`src/rtl/mbist_mem_clkgen.sv`:
```
// MBIST memory-under-test: 1-bit RAM with injectable CFid fault plus two divided clocks.
// Define LOPOW_CLKGEN_EN to build the clk_1/clk_2 dividers; otherwise both outputs are tied to 0.
module mbist_mem_clkgen #(
  parameter int unsigned ADDR          = 6,
  parameter int unsigned CFID_AGGR     = 5,
  parameter int unsigned CFID_VICT     = 4,
  parameter int unsigned CFID_VAL      = 0,
  parameter int unsigned CLK_DIV       = 4,
  parameter int unsigned C1_DUTY_NUM   = 3,
  parameter int unsigned C2_DUTY_CYCLE = 375
) (
  input  logic            clk,
  input  logic            rst_n,
  input  logic            cs,
  input  logic            we,
  input  logic            oe,
  input  logic            cfid_en,
  input  logic [ADDR-1:0] addr,
  input  logic            d_in,
  output logic            d_out,
  output logic            clk_1,
  output logic            clk_2
);

  localparam int unsigned DEPTH = 2 ** ADDR;
  localparam logic [ADDR-1:0] AGGR = ADDR'(CFID_AGGR);
  localparam logic [ADDR-1:0] VICT = ADDR'(CFID_VICT);
  localparam logic            VAL  = 1'(CFID_VAL);

  logic [DEPTH-1:0] mem;

  always_ff @(posedge clk or negedge rst_n) begin
    if (!rst_n) begin
      mem <= '0;
    end else if (cs && we) begin
      mem[addr] <= d_in;
      // Rising write on the aggressor disturbs the victim; this later assignment wins.
      if (cfid_en && (addr == AGGR) && !mem[addr] && d_in) begin
        mem[VICT] <= VAL;
      end
    end
  end

  assign d_out = (cs && oe) ? mem[addr] : 1'b0;

`ifdef LOPOW_CLKGEN_EN
  localparam int unsigned CW = $clog2(CLK_DIV);
  localparam int unsigned H1 = 2 * C1_DUTY_NUM;
  localparam int unsigned H2 = (2 * CLK_DIV * C2_DUTY_CYCLE) / 1000;
  localparam logic [CW-1:0] LAST = CW'(CLK_DIV - 1);
  localparam logic [CW-1:0] LIM1 = CW'(H1 / 2);
  localparam logic [CW-1:0] LIM2 = CW'(H2 / 2);
  localparam logic          ODD1 = (H1 % 2) == 1;
  localparam logic          ODD2 = (H2 % 2) == 1;

  logic [CW-1:0] cnt_q;
  logic          pos1_q, pos2_q, neg1_q, neg2_q;

  // pos_* covers whole clk cycles starting at the posedge where the counter equals k.
  always_ff @(posedge clk or negedge rst_n) begin
    if (!rst_n) begin
      cnt_q  <= '0;
      pos1_q <= 1'b0;
      pos2_q <= 1'b0;
    end else begin
      cnt_q  <= (cnt_q == LAST) ? '0 : cnt_q + 1'b1;
      pos1_q <= cnt_q < LIM1;
      pos2_q <= cnt_q < LIM2;
    end
  end

  // For odd H, extend the high phase by one half-cycle past the last pos_* cycle.
  always_ff @(negedge clk or negedge rst_n) begin
    if (!rst_n) begin
      neg1_q <= 1'b0;
      neg2_q <= 1'b0;
    end else begin
      neg1_q <= ODD1 && pos1_q;
      neg2_q <= ODD2 && pos2_q;
    end
  end

  assign clk_1 = pos1_q | neg1_q;
  assign clk_2 = pos2_q | neg2_q;
`else
  logic unused_cfg;
  assign unused_cfg = ^{CLK_DIV, C1_DUTY_NUM, C2_DUTY_CYCLE};
  assign clk_1 = 1'b0;
  assign clk_2 = 1'b0;
`endif

endmodule

```
`config.mk`:
```
export PLATFORM = sky130hd
export DESIGN_NAME = mbist_mem_clkgen
export DESIGN_NICKNAME = d
export VERILOG_FILES = /design/src/rtl/mbist_mem_clkgen.sv
export SDC_FILE = /design/constraint.sdc
export NUM_CORES = 1
export LEC_CHECK = 0
export CAP_MARGIN = 15
export CORE_MARGIN = 4
export CORE_UTILIZATION = 50
export CTS_CLUSTER_DIAMETER = 120
export DETAILED_ROUTE_END_ITERATION = 7
export PLACE_DENSITY_LB_ADDON = 0.05
export SYNTH_ARGS = -nofsm -noshare
export SYNTH_HDL_FRONTEND = slang
export SYNTH_SLANG_ARGS = --single-unit
```
`constraint.sdc`:
```
create_clock -name clk -period 6.35 [get_ports clk]
set_input_delay 1.905 -clock clk [delete_from_list [all_inputs] [get_ports clk]]
set_output_delay 1.905 -clock clk [all_outputs]
set_load 0.02 [all_outputs]
```
==> results_tabular.tex <==
\begin{tabular}{lr}
\hline
Metric & Value \\
\hline
\multicolumn{2}{l}{\textbf{Clock tree}} \\
Sink count of the clock tree & between 60 and 70 \\
CTS Hold Bufs & 0 \\
Number of buffers on the longest clock path & 2 \\
Clock buffer count from CTS & 9 \\
Skew-Pair Late Insertion Delay & 0.33 ns \\
Clock transition at the register clock pins on the worst setup and hold paths after CTS & $\sim$0.070 ns \\
Post-CTS Setup Inserts & 0 \\
Master cell of the clock root buffer & sky130\_fd\_sc\_hd\_\_clkbuf\_8 \\
Clock tree from TritonCTS & yes \\
Number of H-tree levels & 3 \\
Resize count post-CTS & 0 \\
\multicolumn{2}{l}{\textbf{Finish}} \\
Antenna cells & 0 \\
Ratio of cells with drive above 1 in the final layout & $\sim$34\% \\
Area growth, synth to finish & 11.02\% \\
Top flop regs & mem (64) \\
Final std cell area, no fill & 3820 um\^{}2 \\
Register with the highest flop count & mem \\
Max FFs per register & 64 \\
Fill cell total of the finished layout & roughly 530 \\
Final net count & approximately 330 \\
\multicolumn{2}{l}{\textbf{Timing}} \\
Transition time at the pin with the least slew margin & around 0.8 ns \\
Final hold violation count & 0 \\
Unrepaired setup endpoints after global routing & no \\
Final setup violation count & 0 \\
Post-route setup TNS & 0 ns \\
Slew margin rel. & between 40\% and 50\% \\
Minimum period implied by the final worst setup slack & 6.241 ns \\
Final period util & between 90 and 100\% \\
Max Clk Rate & roughly 160 MHz \\
Max-slew violation count & 0 \\
Worst clock skew & 0.005834 ns \\
\multicolumn{2}{l}{\textbf{Logic synthesis}} \\
Gate Count Post-Synth & around 300 \\
Number of distinct library cell variants in the gate-level netlist after synthesis & 37 \\
Cell types with the highest counts after synthesis & 71 x sky130\_fd\_sc\_hd\_\_nor2\_1, 65 x sky130\_fd\_sc\_hd\_\_mux2\_2, 64 x sky130\_fd\_sc\_hd\_\_dfrtp\_1 \\
Dominant cell by count in the synthesized netlist & sky130\_fd\_sc\_hd\_\_nor2\_1 \\
Post-synth EDFFs & 0 \\
Top cell type's share of synthesized area & between 40\% and 50\% \\
Most area-consuming cells after synthesis & sky130\_fd\_sc\_hd\_\_dfrtp\_1 47\%, sky130\_fd\_sc\_hd\_\_mux2\_2 21\%, sky130\_fd\_sc\_hd\_\_nor2\_1 7.7\% \\
Synthesized area divided by synthesized cell count & 11.43 um\^{}2 \\
Fraction of registers with async set or reset after synthesis & between 90\% and 100\% \\
Syn Std Cell Area & 3441 um\^{}2 \\
Total number of yosys warnings & 0 \\
Yosys top cell by area & sky130\_fd\_sc\_hd\_\_dfrtp\_1 \\
FF+latch count, synth & between 60 and 70 \\
Top FF cell, synth & sky130\_fd\_sc\_hd\_\_dfrtp\_1 \\
Sequential-to-total area share from yosys stat & a little under half \\
\multicolumn{2}{l}{\textbf{Global routing}} \\
Pin count of the biggest net entering global routing & 65 \\
Total Routing Usage GR & roughly a fifth \\
Number of antenna violations at the first check in global routing & 0 \\
Remaining global-route overflow & 0 \\
Vias in the first global route & between 2000 and 2500 \\
Global-route wire length before repair & roughly 13000 um \\
\multicolumn{2}{l}{\textbf{Critical path}} \\
CP Buf/Inv Count & 3 \\
Peak fanout along the critical path & 21 \\
Worst reg-to-reg path cell count & 5 \\
Most prevalent standard cell on the critical path & sky130\_fd\_sc\_hd\_\_clkdlybuf4s50\_1 \\
Critical Path, Cell by Cell & clkdlybuf4s50\_1 > buf\_12 > mux4\_1 > mux2i\_1 > o22ai\_1 > a211oi\_2 > a31oi\_1 > clkdlybuf4s50\_1 \\
WP data arrival & around 4.3 ns \\
Delay-heaviest family, CP & buffers and inverters \\
Type of origin of the critical path & primary input \\
CP Capture Type & primary output \\
Worst Path Required & $\sim$4.5 ns \\
Worst-path cell with the longest stage delay & sky130\_fd\_sc\_hd\_\_mux4\_1 \\
Number of gates on the worst path with buffers counted & 8 \\
Crit Path Class & in2out \\
Max stage delay on crit path & 0.57 ns \\
\multicolumn{2}{l}{\textbf{Placed design}} \\
Placement-stage cell area & between 3000 and 4000 um\^{}2 \\
Detailed placement HPWL & 4787 um \\
Port Buf Inserts & 13 \\
Routability-driven placement congestion ratio & a little under 0.8 \\
\multicolumn{2}{l}{\textbf{Routing}} \\
Average vias per placed instance & between 5 and 6 \\
Post-DR wirelength/cell & $\sim$19 um \\
DR iter-0 viols & roughly 130 \\
Number of design rule violations left after detail routing & 0 \\
Antenna viol nets, final & 0 \\
Via count & between 2000 and 2500 \\
Post-Route WL & 7417 um \\
Detailed Routing Iterations Pass 1 & 4 \\
\multicolumn{2}{l}{\textbf{Pwr}} \\
Relative contribution of combinational cells to total power & approximately 13\% \\
Switching power of the nets & 221.3 uW \\
Sequential cell fraction of total power & between 50\% and 60\% \\
Power Density & around 230 nW/um\^{}2 \\
Leakage power & $\sim$1.7 nW \\
Part of the power in the clock network & a little over a third \\
Worst supply voltage drop on vdd & $\sim$0.00015 V \\
Net Sw Frac & between 20\% and 30\% \\
Internal power summed over all cells & $\sim$670 uW \\
\multicolumn{2}{l}{\textbf{Hold path}} \\
Worst min-delay path class & reg2reg \\
Depth of the worst hold-timing path & 2 \\
\multicolumn{2}{l}{\textbf{Job}} \\
Max-cap violations & 0 \\
\multicolumn{2}{l}{\textbf{Floorplanning}} \\
Area inside the core boundary & 6531 um\^{}2 \\
Horizontal die dimension & between 90 and 100 um \\
Chip Height & between 90 and 100 um \\
Die Outline Area & around 8300 um\^{}2 \\
Number of primary I/O pins & 16 \\
Number of placement rows & 29 \\
Starting Density & 52.68\% \\
\multicolumn{2}{l}{\textbf{Outcome}} \\
Run status & finished, final reports clean \\
\hline
\end{tabular}
-- worst register-to-register path: cells and delay by family, from the launching register on --
kind	cells	cell delay [ns]
multiplexers	1	0.49
flip-flops	1	0.39
AO/OA/AOI/OAI	2	0.27
AND/OR/NAND/NOR	2	0.20
-- cells by family (layout without fill, tap and decap cells) --
kind of cell    after synthesis  after routing  synth area share (%)
compound gates               20             20                 4.327
buf+inv                      23             44                 4.763
flops                        64             64                 46.55
mux                          83             83                 30.00
other cells                   1              2                0.1090
simple gates                110            110                 14.25
-- layout make-up --
cell class / instances / area [um^2] / area share, %
clock inverters: 3 / 15.01 / 0.3931
well taps: 77 / 96.34 / 2.522
clock buffers: 13 / 168.9 / 4.422
inverters: 1 / 3.754 / 0.09826
multi-input cells: 215 / 1679 / 43.96
flip-flops and latches: 64 / 1602 / 41.93
repair buffers: 27 / 255.2 / 6.682
-- metal layers --
layer | vias up | share of wire (%) | track usage [%]
li1 | 1086 | - | -
met2 | 50 | 47 | 30.17
met4 | 0 | 2.0 | 8.040
met3 | 14 | 3.7 | 2.810
met5 | - | 0 | 0
met1 | 1139 | 47 | 27.23
-- per-stage QoR --
stage	util [%]	setup WS, ns	std cells	power (mW)	hold WS, ns
6_report	58.49	0.1086	400	0.8924	0.4805
5_1_grt	58.49	0.04073	400	0.9336	0.5191
4_1_cts	58.49	0.09084	400	0.9019	0.4824
3_5_place_dp	55.67	0.09461	384	0.5789	0.4666
3_3_place_gp	55.67	0.1175	384	0.5766	0.4619
2_1_floorplan	-	1.212	302	0.5400	0.4432
-- path summary, 6_finish.rpt --
check	startpoint	endpoint	slack, ns
min	mem[4]	mem[4]	0.48
max	addr[1]	d_out	0.11
max reg2reg	mem[7]	mem[4]	4.89
max in group asynchronous	rst_n	mem[25]	4.06
min reg2reg	mem[4]	mem[4]	0.48
min in group asynchronous	rst_n	mem[14]	1.73
-- placed cells by master, fill, tap and decap left out, types with 2 or more instances in the layout --
cell and instances:
sky130_fd_sc_hd__buf_4 12, sky130_fd_sc_hd__nand3b_1 3, sky130_fd_sc_hd__o22ai_1 3, sky130_fd_sc_hd__dfrtp_1 64
sky130_fd_sc_hd__mux4_2 4, sky130_fd_sc_hd__nand2_1 18, sky130_fd_sc_hd__clkdlybuf4s50_1 12, sky130_fd_sc_hd__nor2_1 71
sky130_fd_sc_hd__buf_12 2, sky130_fd_sc_hd__nand3_1 2, sky130_fd_sc_hd__and2b_2 2, sky130_fd_sc_hd__mux2_2 65
sky130_fd_sc_hd__and3b_1 3, sky130_fd_sc_hd__clkinv_2 3, sky130_fd_sc_hd__a311oi_1 2, sky130_fd_sc_hd__mux4_1 4
sky130_fd_sc_hd__or3_1 2, sky130_fd_sc_hd__a31oi_1 3, sky130_fd_sc_hd__nor3_1 2, sky130_fd_sc_hd__a22oi_1 4
sky130_fd_sc_hd__clkbuf_8 12, sky130_fd_sc_hd__and2_2 2, sky130_fd_sc_hd__o21ai_0 3, sky130_fd_sc_hd__mux2i_1 9
sky130_fd_sc_hd__conb_1 2
-- power by group through the flow --
stage / Combinational [mW] / Sequential, mW / Clock (mW)
after detailed placement: 0.113 / 0.466 / 0
after global placement: 0.111 / 0.466 / 0
after floorplan: 0.0810 / 0.459 / 0
after global routing: 0.123 / 0.461 / 0.349
after CTS: 0.113 / 0.458 / 0.330
final: 0.112 / 0.458 / 0.322
(Power assumes the default switching activity.)
